===== src/rtl/ram_pkg.sv =====
// ram_pkg: shared definitions for ram_dual_sync.
//   state_e   - init controller states (ST_INIT sweeps INIT_VAL, ST_RUN serves user accesses)
//   lanes_of  - number of byte-lane write enables for a given word/lane width
//   cfg_ok    - parameter consistency check used at elaboration by the top level
package ram_pkg;

    typedef enum logic {
        ST_INIT = 1'b0,
        ST_RUN  = 1'b1
    } state_e;

    function automatic int unsigned lanes_of(input int unsigned width, input int unsigned lane);
        return width / lane;
    endfunction

    // Word width must split evenly into lanes and the address bus must reach every word.
    function automatic bit cfg_ok(input int unsigned width, input int unsigned lane,
                                  input int unsigned depth, input int unsigned number);
        if (lane == 0 || width == 0 || depth == 0) return 1'b0;
        if ((width % lane) != 0) return 1'b0;
        if (number >= 32) return 1'b1;
        return ((64'd1 << number) >= 64'(depth));
    endfunction

endpackage


===== src/rtl/ram_init_ctrl.sv =====
// ram_init_ctrl: INIT/RUN controller for ram_dual_sync.
// After reset (or a clear request while running) it walks addresses 0..DEPTH-1,
// one per cycle, asking the top level to write INIT_VAL there.
// Ports:
//   clk_i         - clock, rising edge
//   reset_n_i     - synchronous active-low reset, restarts the sweep at address 0
//   clr_n_i       - active-low request to re-run the sweep; ignored while sweeping
//   init_busy_o   - registered, high while the sweep owns the array
//   sweep_we_o    - sweep write strobe for the current cycle
//   sweep_addr_o  - address written by the sweep this cycle
module ram_init_ctrl
    import ram_pkg::*;
#(
    parameter int unsigned DEPTH  = 8,
    parameter int unsigned NUMBER = 3
) (
    input  logic              clk_i,
    input  logic              reset_n_i,
    input  logic              clr_n_i,
    output logic              init_busy_o,
    output logic              sweep_we_o,
    output logic [NUMBER-1:0] sweep_addr_o
);

    localparam logic [NUMBER-1:0] LAST_ADDR = NUMBER'(DEPTH - 1);

    state_e            state_q;
    logic [NUMBER-1:0] cnt_q;
    logic              busy_q;

    always_ff @(posedge clk_i) begin
        if (!reset_n_i) begin
            state_q <= ST_INIT;
            cnt_q   <= '0;
            busy_q  <= 1'b1;
        end else begin
            case (state_q)
                ST_INIT: begin
                    // Busy drops on the same edge that writes the last word, so the
                    // first cycle showing busy low is already a usable RUN cycle.
                    if (cnt_q == LAST_ADDR) begin
                        state_q <= ST_RUN;
                        cnt_q   <= '0;
                        busy_q  <= 1'b0;
                    end else begin
                        cnt_q <= cnt_q + 1'b1;
                    end
                end
                ST_RUN: begin
                    if (!clr_n_i) begin
                        state_q <= ST_INIT;
                        cnt_q   <= '0;
                        busy_q  <= 1'b1;
                    end
                end
                default: begin
                    state_q <= ST_INIT;
                    cnt_q   <= '0;
                    busy_q  <= 1'b1;
                end
            endcase
        end
    end

    assign init_busy_o  = busy_q;
    assign sweep_we_o   = (state_q == ST_INIT);
    assign sweep_addr_o = cnt_q;

endmodule


===== src/rtl/ram_dual_sync.sv =====
// ram_dual_sync: single-clock simple dual-port RAM (one write port, one read port).
// Byte-lane writes, write-first collision bypass, registered read with valid strobe,
// and a hardware init sweep after reset or on clear request.
// Ports:
//   clk        - clock, rising edge
//   reset_n    - synchronous active-low reset
//   cs_n       - chip select, active low; high idles both ports and zeroes data_out
//   we_n       - write enable, active low
//   be_n       - per-lane write enables, active low
//   addr_w     - write address
//   data_in    - write data
//   re_n       - read enable, active low
//   addr_r     - read address
//   clr_n      - active-low request to re-run the init sweep
//   data_out   - registered read data
//   rd_valid   - one-cycle strobe marking a new read result
//   init_busy  - high while the init sweep runs
module ram_dual_sync
    import ram_pkg::*;
#(
    parameter int unsigned      WIDTH    = 16,
    parameter int unsigned      LANE     = 8,
    parameter int unsigned      DEPTH    = 8,
    parameter int unsigned      NUMBER   = 3,
    parameter logic [WIDTH-1:0] INIT_VAL = '0
) (
    input  logic                  clk,
    input  logic                  reset_n,
    input  logic                  cs_n,
    input  logic                  we_n,
    input  logic [WIDTH/LANE-1:0] be_n,
    input  logic [NUMBER-1:0]     addr_w,
    input  logic [WIDTH-1:0]      data_in,
    input  logic                  re_n,
    input  logic [NUMBER-1:0]     addr_r,
    input  logic                  clr_n,
    output logic [WIDTH-1:0]      data_out,
    output logic                  rd_valid,
    output logic                  init_busy
);

    localparam int unsigned       LANES   = lanes_of(WIDTH, LANE);
    localparam logic [NUMBER:0]   DEPTH_W = (NUMBER + 1)'(DEPTH);

    if (!cfg_ok(WIDTH, LANE, DEPTH, NUMBER)) begin : g_cfg_err
        $error("ram_dual_sync: WIDTH must be a multiple of LANE and 2**NUMBER >= DEPTH");
    end

    logic              busy_w;
    logic              sweep_we_w;
    logic [NUMBER-1:0] sweep_addr_w;

    ram_init_ctrl #(
        .DEPTH  (DEPTH),
        .NUMBER (NUMBER)
    ) u_init_ctrl (
        .clk_i        (clk),
        .reset_n_i    (reset_n),
        .clr_n_i      (clr_n),
        .init_busy_o  (busy_w),
        .sweep_we_o   (sweep_we_w),
        .sweep_addr_o (sweep_addr_w)
    );

    // User accesses are only honoured once busy low is visible, which also
    // drops any access presented on the INIT->RUN edge.
    logic acc_en;
    logic wr_in_range;
    logic rd_in_range;
    logic wr_en;
    logic rd_en;

    assign acc_en      = ~busy_w & ~cs_n;
    assign wr_in_range = ({1'b0, addr_w} < DEPTH_W);
    assign rd_in_range = ({1'b0, addr_r} < DEPTH_W);
    assign wr_en       = acc_en & ~we_n & wr_in_range;
    assign rd_en       = acc_en & ~re_n;

    logic [WIDTH-1:0] mem_q [DEPTH];

    // Storage has no reset; the sweep is the only initialisation path.
    always_ff @(posedge clk) begin
        if (reset_n && sweep_we_w) begin
            mem_q[sweep_addr_w] <= INIT_VAL;
        end else if (wr_en) begin
            for (int unsigned k = 0; k < LANES; k++) begin
                if (!be_n[k]) begin
                    mem_q[addr_w][k*LANE +: LANE] <= data_in[k*LANE +: LANE];
                end
            end
        end
    end

    // Write-first: lanes being written this cycle at the read address are
    // forwarded from data_in, the rest come from the array.
    logic [WIDTH-1:0] rd_word;

    always_comb begin
        rd_word = '0;
        if (rd_in_range) begin
            rd_word = mem_q[addr_r];
            if (wr_en && (addr_w == addr_r)) begin
                for (int unsigned k = 0; k < LANES; k++) begin
                    if (!be_n[k]) begin
                        rd_word[k*LANE +: LANE] = data_in[k*LANE +: LANE];
                    end
                end
            end
        end
    end

    logic [WIDTH-1:0] data_out_d, data_out_q;
    logic             rd_valid_d, rd_valid_q;

    always_comb begin
        data_out_d = data_out_q;
        rd_valid_d = 1'b0;
        if (busy_w || cs_n) begin
            data_out_d = '0;
        end else if (rd_en) begin
            data_out_d = rd_word;
            rd_valid_d = 1'b1;
        end
    end

    always_ff @(posedge clk) begin
        if (!reset_n) begin
            data_out_q <= '0;
            rd_valid_q <= 1'b0;
        end else begin
            data_out_q <= data_out_d;
            rd_valid_q <= rd_valid_d;
        end
    end

    assign data_out  = data_out_q;
    assign rd_valid  = rd_valid_q;
    assign init_busy = busy_w;

endmodule


===== config.mk =====
export PLATFORM = sky130hd
export DESIGN_NAME = ram_dual_sync
export DESIGN_NICKNAME = d
export VERILOG_FILES = /design/src/rtl/ram_pkg.sv /design/src/rtl/ram_init_ctrl.sv /design/src/rtl/ram_dual_sync.sv
export SDC_FILE = /design/constraint.sdc
export NUM_CORES = 1
export LEC_CHECK = 0
export ABC_AREA = 1
export CORE_MARGIN = 2
export CORE_UTILIZATION = 40
export DETAILED_ROUTE_END_ITERATION = 6
export HOLD_SLACK_MARGIN = 0.15
export PLACE_DENSITY = 0.71
export SLEW_MARGIN = 30
export SYNTH_ARGS = -nofsm -noshare
export SYNTH_HDL_FRONTEND = slang
export SYNTH_SLANG_ARGS = --single-unit

===== constraint.sdc =====
create_clock -name clk -period 2.1 [get_ports clk]
set_input_delay 0.63 -clock clk [delete_from_list [all_inputs] [get_ports clk]]
set_output_delay 0.63 -clock clk [all_outputs]
set_load 0.01 [all_outputs]

# Yosys cells after proc, flatten, opt, wreduce, memory -nomap -nowiden
# Memory sizes are Yosys's and may differ from the RTL's.
# Index checks and enable logic that the tools add are counted.
# classes
n_eq_ne,4
mux,26
bitwise,9
n_reduce_logical,6
addsub,1
# ops
operator,n
16-bit 2-to-1 mux,2
8-bit 2-to-1 mux,2
16-bit OR reduction,1
1-bit 2-to-1 mux,15
3-bit 2-to-1 mux,3
1-bit inverter,6
3-bit one-hot mux with 2 select lines,1
1-bit one-hot mux with 2 select lines,2
3-bit by 1-bit adder with 3-bit output (second input constant),1
1-bit bitwise AND,3
3-bit equality test,1
3-bit equality test (second input constant),1
1-bit logical AND,2
2-bit 2-to-1 mux,1
2-bit by 1-bit inequality test with 1-bit output (second input constant),1
2-bit inequality test (second input constant),1
2-bit AND reduction,1
2-bit OR reduction,1
1-bit logical OR,1
# word_totals
n_memories,1
ram_bits,128
output_inout_bits,18
register_bits,22
input_bits,30
elab_cells,52
# mem_list
name,words,width,read_ports,rd_clocked_by_memory_dff,write_ports,line_no,text
mem_q,8,16,1,0,1,ram_dual_sync.sv:79,logic [WIDTH-1:0] mem_q [DEPTH];

# Logic depth before layout (Yosys ltp)
# Gate-level depths: netlist (run 1).
# logic_depth
depth_word,8
mapped_depth,10
ltp_nobuf,10

# Cells and area by module
# Synthesis (run 1) repeated with hierarchy kept, for this count alone.
# hier_totals
hier_cells,615
area_unflattened_um2,6458.7
# by_module_without_submodules
mod,cells_each,area_each_um2,instances,seq_area_each_um2
ram_dual_sync,589,6249.7,1,4184.0
ram_init_ctrl,26,209.0,1,100.1

# Worst setup path before layout (run 1)
# Ideal clock, no wire load.
# synth_path
path_type,input -> register
start,in cs_n
end,mem mem_q[1][0] (enable)
setup_slack_ns,-0.077
setup_ns,0.370
n_path_buf,1
path_stages,10
arrival_time_ns,1.807
t_required_ns,1.730
cell_sequence,nor2_4 nand2_2 nor2_2 nand2_2 buf_6 nand2_2 o21ai_2 nor2_2 nand2_1 nor2_1
# synth_between
elab_chain_len,8
elab_cells_between_ends,12
cone_classes,mux: 8; bitwise: 3; reduce/logical: 1
# synth_lines
item,line_no,text
"start, declared",ram_dual_sync.sv:29,"input logic cs_n,"
1-bit inverter *,ram_dual_sync.sv:73,assign acc_en = ~busy_w & ~cs_n;
1-bit bitwise AND *,ram_dual_sync.sv:73,
1-bit bitwise AND *,ram_dual_sync.sv:76,assign wr_en = acc_en & ~we_n & wr_in_range;
1-bit 2-to-1 mux,ram_dual_sync.sv:85,end else if (wr_en) begin
1-bit 2-to-1 mux,ram_dual_sync.sv:83,if (reset_n && sweep_we_w) begin
1-bit 2-to-1 mux (implied by the code),ram_dual_sync.sv:88,mem_q[addr_w][k*LANE +: LANE] <= data_in[k*LANE +: LANE];
16-bit OR reduction (no line),--,
3-bit 2-to-1 mux (no line) or 2-bit 2-to-1 mux (tied branches),--,
"end, declared",ram_dual_sync.sv:79,
# Every way passes the cells marked *; elsewhere a longest branch is shown, timed or not.

# Worst setup path in the final report (run 1)
# layout_path
start,in be_n[0]
end,mem mem_q[6][15] (enable)
# layout_between
elab_chain_len,6
elab_cells_between_ends,7
cone_classes,mux: 6; reduce/logical: 1
# layout_lines
item,line_no,text
"start, declared",ram_dual_sync.sv:31,"input logic [WIDTH/LANE-1:0] be_n,"
1-bit 2-to-1 mux *,ram_dual_sync.sv:87,if (!be_n[k]) begin
1-bit 2-to-1 mux *,ram_dual_sync.sv:85,
1-bit 2-to-1 mux *,ram_dual_sync.sv:83,
1-bit 2-to-1 mux (implied by the code) *,ram_dual_sync.sv:88,
16-bit OR reduction (no line) *,--,
3-bit 2-to-1 mux (no line) or 2-bit 2-to-1 mux (tied branches),--,
# Marked as above.

==> flow_summary.json, run 1 <==
{
  "outcome": "complete, no violations",
  "met1_usage": 0.2699,
  "fmax_mhz": 480.7,
  "finalHoldViolations": 0,
  "cts_tree": "yes",
  "syn-num-nets": 665,
  "period_minus_slack_ps": 2080,
  "fp.dieH_um": 131.3,
  "ys_ff_latch": 150,
  "drt-total-wl_um": 16690,
  "total_power_mw": 6.589,
  "ant_nets": 0,
  "cts_root_buffer": "clkbuf_16",
  "timing.hold.ws_ps": 460.8,
  "cp_slowest_cell": "clkdlybuf4s50_1",
  "setup_tns_ps": 0,
  "crit_family": "buffers and inverters",
  "hold_start": "data_out[13]$_SDFFE_PP0P_",
  "worst_slew_pin_slew_ps": 679.2,
  "pin_count": 48,
  "diodes": 0,
  "drive_gt1_frac": 0.1812,
  "worstReg2RegStart": "u_init_ctrl.init_busy_o$_SDFFE_PN1P_",
  "synth-main-ff-cell": "edfxtp_1",
  "relSlewSlack": 0.5455,
  "die_x_um": 131.3,
  "drc_errors": 0,
  "slowest_delay_ps": 490,
  "crit_path_start_kind": "input port",
  "coreArea_um2": 15890,
  "drt_iter0_markers": 547,
  "skew_ps": 5.911,
  "overflow": 0,
  "dp_hpwl_um": 11750,
  "setup_viol": 0,
  "netlist_instances": 633,
  "wl_per_cell_um": 17.37,
  "clkSinkCount": 150,
  "maxSlewViolCount": 0,
  "holdCritPathClass": "reg2reg",
  "async_reset_ff_frac": 0,
  "nets": 765,
  "vias": 5091,
  "synthDistinctLibCells": 25,
  "start_util": 0.4080,
  "min_period_over_period": 0.9906,
  "routed_via_density": 5.298,
  "area_growth_pct": 27.74,
  "synth_area_um2": 6481,
  "drtPass1Iterations": 5,
  "gr-max-usage-layer": "met2",
  "grt_pass1_vias": 4916,
  "antenna_found_initial": 0,
  "place_congestion": 0.8672,
  "maxCapViolCount": 0,
  "ctsHoldBuffers": 0,
  "grt_max_degree": 49,
  "worstSetupPathType": "in2reg",
  "grt_pass1_wl_um": 26360,
  "critical_path.max_fanout": 8,
  "grt_use_met3": 0.05517,
  "clock_latency_ps": 420,
  "rsz0062_at_grt": "yes",
  "path_buf_inv": 4,
  "seq_area_frac_synth": 0.6610,
  "critical_path_arrival_ps": 2210,
  "required_ps": 2220,
  "syn_area_per_cell_um2": 10.24,
  "crit_chain": "clkdlybuf4s50_1 -> nand2_2 -> nand2_4 -> buf_6 -> o21ai_2 -> nor2_2 -> nand2_1 -> buf_4 -> nor2_1 -> buf_4",
  "critPathLaunch": "be_n[0]",
  "cp_common_cell": "buf_4",
  "clkTransAtPathRegs_ps": 60,
  "die_area_um2": 17240,
  "grt_usage": 0.1997,
  "use_met2": 0.2971,
  "cts_buffers": 17,
  "num_rows": 46,
  "p_leak_nw": 3.210,
  "cp-end-kind": "flip-flop",
  "htreeDepth": 4,
  "ctsLongestPathBuffers": 2,
  "ir_drop_mv": 0.5621,
  "io_buffers": 47,
  "power.density_nw_per_um2": 795.9,
  "synth_edf_count": 128,
  "yosysWarnings": 0
}
## sequential cells by signal, summed over array words and instances (netlist names)
| name | flops |
|---|---|
| mem_q | 128 |
| u_init_ctrl.sweep_addr_o | 3 |
| data_out | 16 |
| u_init_ctrl.init_busy_o | 1 |
| u_init_ctrl.state_q | 1 |
| rd_valid | 1 |
## metal layers
| layer | wire [um] | share of wire |
|---|---|---|
| met1 | 7238 | 0.43 |
| met2 | 7484 | 0.45 |
| met3 | 1410 | 0.084 |
| met4 | 561 | 0.034 |
| met5 | 0 | 0 |
## synthesized netlist by cell type, types with 4 or more instances
| cell | count | area (um^2) |
|---|---|---|
| edfxtp_1 | 128 | 3844 |
| inv_1 | 49 | 183.9 |
| nor2_2 | 5 | 31.28 |
| dfxtp_1 | 22 | 440.4 |
| nand3_1 | 125 | 625.6 |
| nand2_1 | 177 | 664.4 |
| nor2_4 | 4 | 45.04 |
| clkbuf_1 | 6 | 22.52 |
| nor2_1 | 37 | 138.9 |
| nand4_1 | 16 | 100.1 |
| buf_2 | 18 | 90.09 |
| a21oi_1 | 19 | 95.09 |
## worst register-to-register path, delay by kind of cell, from the launching register on
family	cells	cell delay, ps
buffers and inverters	1	160
AO/OA/AOI/OAI	1	90
flip-flops	1	340
AND/OR/NAND/NOR	8	980
## metrics by stage
| step | std cells | setup WS (ps) | instance area [um^2] | util |
|---|---|---|---|---|
| 2_1_floorplan | 633 | -77.15 | 6496 | - |
| 3_5_place_dp | 926 | -766.5 | 7607 | 0.4789 |
| 3_3_place_gp | 926 | -692.7 | 7607 | 0.4789 |
| 5_1_grt | 961 | -42.05 | 8279 | 0.5212 |
| 6_report | 961 | 19.76 | 8279 | 0.5212 |
| 4_1_cts | 959 | -12.97 | 8224 | 0.5177 |
## logic make-up (layout without fill, tap and decap cells)
group | count (synthesis) | count (layout) | share of synthesized area
compound gates | 28 | 28 | 0.02413
simple gates | 369 | 369 | 0.2560
flops | 150 | 150 | 0.6610
fa+ha+maj | 2 | 2 | 0.003860
buf+inv | 84 | 196 | 0.05502
## power by group
| part | internal, mW | switching, mW |
|---|---|---|
| registers | 3.27 | 0.0224 |
| clock network | 1.59 | 1.12 |
| logic | 0.231 | 0.349 |
## layout by cell type (no fill, tap or decap), drive strengths merged
master / synthesis / final
nand3: 127 / 127
o21ai: 7 / 7
inv: 51 / 51
bufinv: 0 / 1
clkinv: 2 / 12
a21oi: 19 / 19
dlygate4sd2: 0 / 2
o31ai: 1 / 1
edfxtp: 128 / 128
buf: 25 / 66
clkbuf: 6 / 19
nand4: 16 / 16
dfxtp: 22 / 22
nand2: 180 / 180
nor2: 46 / 46
dlymetal6s2s: 0 / 2
ha: 2 / 2
clkdlybuf4s50: 0 / 42
clkinvlp: 0 / 1
o21bai: 1 / 1
## path summary, 6_finish.rpt
| kind | endpoint | slack, ps | cells past startpoint |
|---|---|---|---|
| worst max-delay path | mem_q[6][15]$_DFFE_PP_ | 20 | 10 |
| worst min-delay path | data_out[13]$_SDFFE_PP0P_ | 460 | 2 |
| worst max register to register | mem_q[0][7]$_DFFE_PP_ | 170 | 10 |
| worst min register to register | data_out[13]$_SDFFE_PP0P_ | 460 | 2 |
## what timing repair did
item | CTS | global route
pin swaps | 6 | 9
setup buffers | 2 | 2
hold endpoints to repair | 0 | 0
gates resized for setup | 25 | 15
endpoints found under the setup margin | 152 | 173
## area by class of cell
type                            instances  area, um^2
Inverter                               53       198.9
Multi-Input combinational cell        399        1943
Sequential cell                       150        4284
Clock buffer                           19       432.9
Timing Repair Buffer                  112        1061
Tap cell                              216       270.3
Fill cell                            1400        7606
Clock inverter                         12       88.84
Power figures use the tool's default switching activity.
==> run 2: changes to the inputs <==
Settings changed: CTS_BUF_LIST set to sky130_fd_sc_hd__clkbuf_8.
==> flow_summary.json, run 2 (synthesis results as in run 1) <==
{
  "outcome": "complete, no violations",
  "coreArea_um2": 15890,
  "grt_max_degree": 49,
  "holdCritPathClass": "reg2reg",
  "skew_ps": 10.94,
  "power_frac_seq": 0.570,
  "clock_latency_ps": 460,
  "final_cell_mix": "173 x nand2_1, 128 x edfxtp_1, 125 x nand3_1, 50 x inv_1, 50 x buf_4",
  "dpl_cell_area_um2": 7607,
  "period_minus_slack_ps": 2042,
  "fp.dieH_um": 131.3,
  "clkTransAtPathRegs_ps": 70,
  "dp_hpwl_um": 11750,
  "drc_errors": 0,
  "place_inst": 926,
  "htreeDepth": 4,
  "critical_path_arrival_ps": 2210,
  "diodes": 0,
  "ctsHoldBuffers": 0,
  "instances_no_fill": 959,
  "vias": 5049,
  "power.density_nw_per_um2": 717.2,
  "crit_chain": "clkdlybuf4s50_1 -> nand2_2 -> nand2_4 -> nand2_4 -> o21ai_4 -> inv_1 -> buf_4 -> nor2_2 -> nand2_1 -> nor2_2 -> buf_4",
  "p_leak_nw": 3.115,
  "io_buffers": 47,
  "largest_reg_flops": 128,
  "final_common_cell": "nand2_1",
  "maxSlewViolCount": 0,
  "worstSetupPathType": "in2reg",
  "p_clk_frac": 0.333,
  "setup_viol": 0,
  "start_util": 0.4080,
  "required_ps": 2260,
  "nets": 763,
  "utilization": 0.5065,
  "setup_tns_ps": 0,
  "grt_pass1_wl_um": 25880,
  "grt_pass1_vias": 4820,
  "drt_iter0_markers": 532,
  "fmax_mhz": 489.6,
  "cts_buffers": 17,
  "cp-end-kind": "flip-flop",
  "p_sw_mw": 1.386,
  "clkSinkCount": 150,
  "ctsLongestPathBuffers": 2,
  "overflow": 0,
  "slowest_delay_ps": 500,
  "routed_via_density": 5.265,
  "drtPass1Iterations": 5,
  "drt-total-wl_um": 16310,
  "antenna_found_initial": 0,
  "fin_area_um2": 8046,
  "cts_tree": "yes",
  "finalHoldViolations": 0,
  "maxCapViolCount": 0,
  "wl_per_cell_um": 17.01,
  "worst_slew_pin_slew_ps": 717.9,
  "internal_power_mw": 4.385,
  "crit_path_start_kind": "input port",
  "cp_slowest_cell": "clkdlybuf4s50_1",
  "regMostFlops": "mem_q",
  "critical_path.max_fanout": 8,
  "die_area_um2": 17240,
  "pin_count": 48,
  "min_period_over_period": 0.9726,
  "area_growth_pct": 24.15,
  "fill_cells": 1436,
  "rsz0062_at_grt": "yes",
  "grt_usage": 0.1963,
  "place_congestion": 0.8672,
  "timing.hold.ws_ps": 462.3,
  "ant_nets": 0,
  "relSlewSlack": 0.5196,
  "crit_family": "buffers and inverters",
  "sw_frac_of_total": 0.2401,
  "drive_gt1_frac": 0.1696,
  "cts_root_buffer": "clkbuf_8",
  "ir_drop_mv": 0.3698,
  "pwr-share-comb": 0.097,
  "num_rows": 46,
  "path_buf_inv": 4,
  "die_x_um": 131.3
}
## run 2: changes by cell type in the layout (fill, tap and decap cells not counted), moves of 3 or more
cell,delta
clkbuf_8,+17
clkbuf_16,-17
nor2_4,-3
inv_2,-4
inv_1,+6
## run 2: area by class of cell
| type | count | area, um^2 | share of cell area |
|---|---|---|---|
| inverter | 53 | 198.9 | 0.02472 |
| multi-input combinational | 399 | 1921 | 0.2387 |
| clock inverter | 14 | 96.34 | 0.01197 |
| sequential | 150 | 4284 | 0.5324 |
| clock buffer | 17 | 234.0 | 0.02908 |
| tap | 216 | 270.3 | 0.03359 |
| timing repair buffer | 110 | 1042 | 0.1295 |
## run 2: per-stage QoR
step	setup WS [ps]	power (mW)
after floorplan	-77.15	3.641
after global placement	-692.7	3.869
after detailed placement	-766.5	3.887
after CTS	9.393	5.775
after global routing	-2.997	5.965
final	57.54	5.771
## run 2: final timing paths
| check | slack [ps] | startpoint | endpoint | cells past startpoint |
|---|---|---|---|---|
| min reg2reg | 460 | data_out[13]$_SDFFE_PP0P_ | data_out[13]$_SDFFE_PP0P_ | 2 |
| max reg2reg | 140 | u_init_ctrl.init_busy_o$_SDFFE_PN1P_ | mem_q[3][1]$_DFFE_PP_ | 11 |
| min | 460 | data_out[13]$_SDFFE_PP0P_ | data_out[13]$_SDFFE_PP0P_ | 2 |
| max | 60 | be_n[1] | mem_q[3][1]$_DFFE_PP_ | 11 |
## run 2: per-layer routing
layer / routed length (um) / GRT usage / share of wire / up-vias
li1: - / - / - / 2355
met1: 7072 / 0.2667 / 0.43 / 2411
met2: 7440 / 0.2991 / 0.46 / 242
met5: 0 / 0 / 0 / -
met4: 479 / 0.08092 / 0.029 / 0
met3: 1317 / 0.05324 / 0.081 / 41
## run 2: worst min-delay path, cell delays in order (launching register included)
cell	delay, ps
dfxtp_1	310
nand2_1	60
a21oi_1	50
## run 2: what timing repair did
item                       in CTS  in global routing
pin swaps                       3                  6
setup endpoints to repair      96                 97
setup buffers                   1                  1
gates resized for setup        13                 16
hold endpoints to repair        0                  0
## run 2: power groups by stage
stage / clock [mW] / sequential (mW) / combinational (mW)
6_report: 1.92 / 3.29 / 0.557
3_3_place_gp: 0 / 3.35 / 0.515
4_1_cts: 1.94 / 3.29 / 0.541
2_1_floorplan: 0 / 3.35 / 0.291
5_1_grt: 2.06 / 3.29 / 0.607
3_5_place_dp: 0 / 3.36 / 0.530
==> run 3: changes to the inputs <==
Settings changed: PLACE_DENSITY 0.71 to 0.59.
==> flow_summary.json, run 3 (synthesis results as in run 1) <==
{
  "cts_tree": "yes",
  "rrSetupSlack_ps": 110,
  "final_common_cell": "nand2_1",
  "rsz0062_at_grt": "yes",
  "p_leak_nw": 3.085,
  "grt_pass1_wl_um": 25540,
  "overflow": 0,
  "dp_hpwl_um": 11450,
  "setup_viol": 0,
  "ctsLongestPathBuffers": 2,
  "skew_ps": 8.218,
  "grt_max_degree": 65,
  "place_congestion": 0.8451,
  "drt_iter0_markers": 233,
  "io_buffers": 47,
  "ant_nets": 0,
  "utilization": 0.5050,
  "period_minus_slack_ps": 2058,
  "regMostFlops": "mem_q",
  "dpl_cell_area_um2": 7590,
  "holdCritPathClass": "reg2reg",
  "antenna_found_initial": 0,
  "total_power_mw": 5.764,
  "worstSetupPathType": "in2reg",
  "htreeDepth": 4,
  "routed_via_density": 4.996,
  "cp-end-kind": "flip-flop",
  "wl_per_cell_um": 16.63,
  "cts_root_buffer": "clkbuf_8",
  "crit_path_start_kind": "input port",
  "grt_usage": 0.1930,
  "whs_path_depth": 2,
  "num_rows": 46,
  "fmax_mhz": 485.9,
  "power.density_nw_per_um2": 718.5,
  "maxCapViolCount": 0,
  "min_period_over_period": 0.9801,
  "finalHoldViolations": 0,
  "cts_buffers": 17,
  "critPathLaunch": "be_n[1]",
  "outcome": "complete, no violations",
  "layout_setup_ws_ps": 41.84,
  "final_cell_mix": "173 x nand2_1, 128 x edfxtp_1, 125 x nand3_1, 49 x buf_4, 48 x inv_1",
  "critical_path.max_fanout": 8,
  "vias": 4776,
  "required_ps": 2280,
  "die_x_um": 131.3,
  "drc_errors": 0,
  "grt_pass1_vias": 4934,
  "drive_gt1_frac": 0.1676,
  "fp.dieH_um": 131.3,
  "timing.rr.end": "mem_q[4][10]$_DFFE_PP_",
  "diodes": 0,
  "relSlewSlack": 0.5270,
  "fin_area_um2": 8021,
  "dp_slack_ps": -817.9,
  "clock_latency_ps": 460,
  "endpoint": "mem_q[2][14]$_DFFE_PP_",
  "fill_cells": 1476,
  "setup_tns_ps": 0,
  "start_util": 0.4080,
  "area_growth_pct": 23.76,
  "largest_reg_flops": 128,
  "reg2reg_depth": 10,
  "worst_slew_pin_slew_ps": 706.9,
  "drtPass1Iterations": 5,
  "clkTransAtPathRegs_ps": 70,
  "worstReg2RegStart": "u_init_ctrl.init_busy_o$_SDFFE_PN1P_",
  "ir_drop_mv": 0.4746,
  "nets": 759,
  "maxSlewViolCount": 0,
  "critical_path_arrival_ps": 2230,
  "clkSinkCount": 150,
  "die_area_um2": 17240,
  "coreArea_um2": 15890,
  "pin_count": 48,
  "drt-total-wl_um": 15900
}
[run 3: cell count changes in the layout (fill, tap and decap cells not counted), sizes merged]
cell and change:
buf -4, dlymetal6s2s -1, clkdlybuf4s50 +1, clkinv +1
[run 3: timing repair]
action / in CTS / in global routing
gates resized for setup: 18 / 10
hold buffers: 0 / 0
setup endpoints to repair: 80 / 128
gates cloned: 0 / 0
buffers inserted: 2 / 0
pin swaps: 4 / 6
[run 3: final cells by class]
cell class | instances | area (um^2) | area share
clock buffer | 17 | 234.0 | 0.02917
clock inverter | 15 | 98.84 | 0.01232
inverter | 53 | 198.9 | 0.02480
multi-input combinational | 399 | 1928 | 0.2404
sequential | 150 | 4284 | 0.5341
tap | 216 | 270.3 | 0.03369
timing repair buffer | 106 | 1007 | 0.1256
[run 3: how the worst min path moves through the flow]
stage / from / end / slack [ps]
after floorplan: u_init_ctrl.sweep_addr_o[0]$_SDFFE_PN0P_ / u_init_ctrl.sweep_addr_o[0]$_SDFFE_PN0P_ / 450
after global placement: data_out[10]$_SDFFE_PP0P_ / data_out[10]$_SDFFE_PP0P_ / 460
after detailed placement: data_out[9]$_SDFFE_PP0P_ / data_out[9]$_SDFFE_PP0P_ / 460
after CTS: data_out[9]$_SDFFE_PP0P_ / data_out[9]$_SDFFE_PP0P_ / 470
after global routing: data_out[9]$_SDFFE_PP0P_ / data_out[9]$_SDFFE_PP0P_ / 490
final: data_out[9]$_SDFFE_PP0P_ / data_out[9]$_SDFFE_PP0P_ / 470
[run 3: critical path, stage by stage]
cell and delay [ps]:
clkdlybuf4s50_1 500, nand2_2 80, nand2_4 120, nand2_2 70, o21ai_4 70, inv_2 70
buf_6 120, nor2_4 110, nand2_2 90, buf_6 130, nor2_4 110, buf_12 130
[run 3: report_power, final]
part           switching [mW]  internal [mW]
logic                   0.331          0.224
registers              0.0221           3.27
clock network            1.02          0.895
total                    1.38           4.39
[run 3: through the flow]
stage	hold WS [ps]	cells
2_1_floorplan	447.3	633
3_3_place_gp	455.1	922
3_5_place_dp	460.2	922
4_1_cts	467.9	956
5_1_grt	488.7	956
6_report	465.7	956
[run 3: metal layers]
layer | wire length (um) | part of all wire | GRT usage
met3 | 482 | 0.030 | 0.04321
met2 | 8230 | 0.52 | 0.3436
met5 | 0 | 0 | 0
met1 | 6807 | 0.43 | 0.2279
met4 | 382 | 0.024 | 0.07367
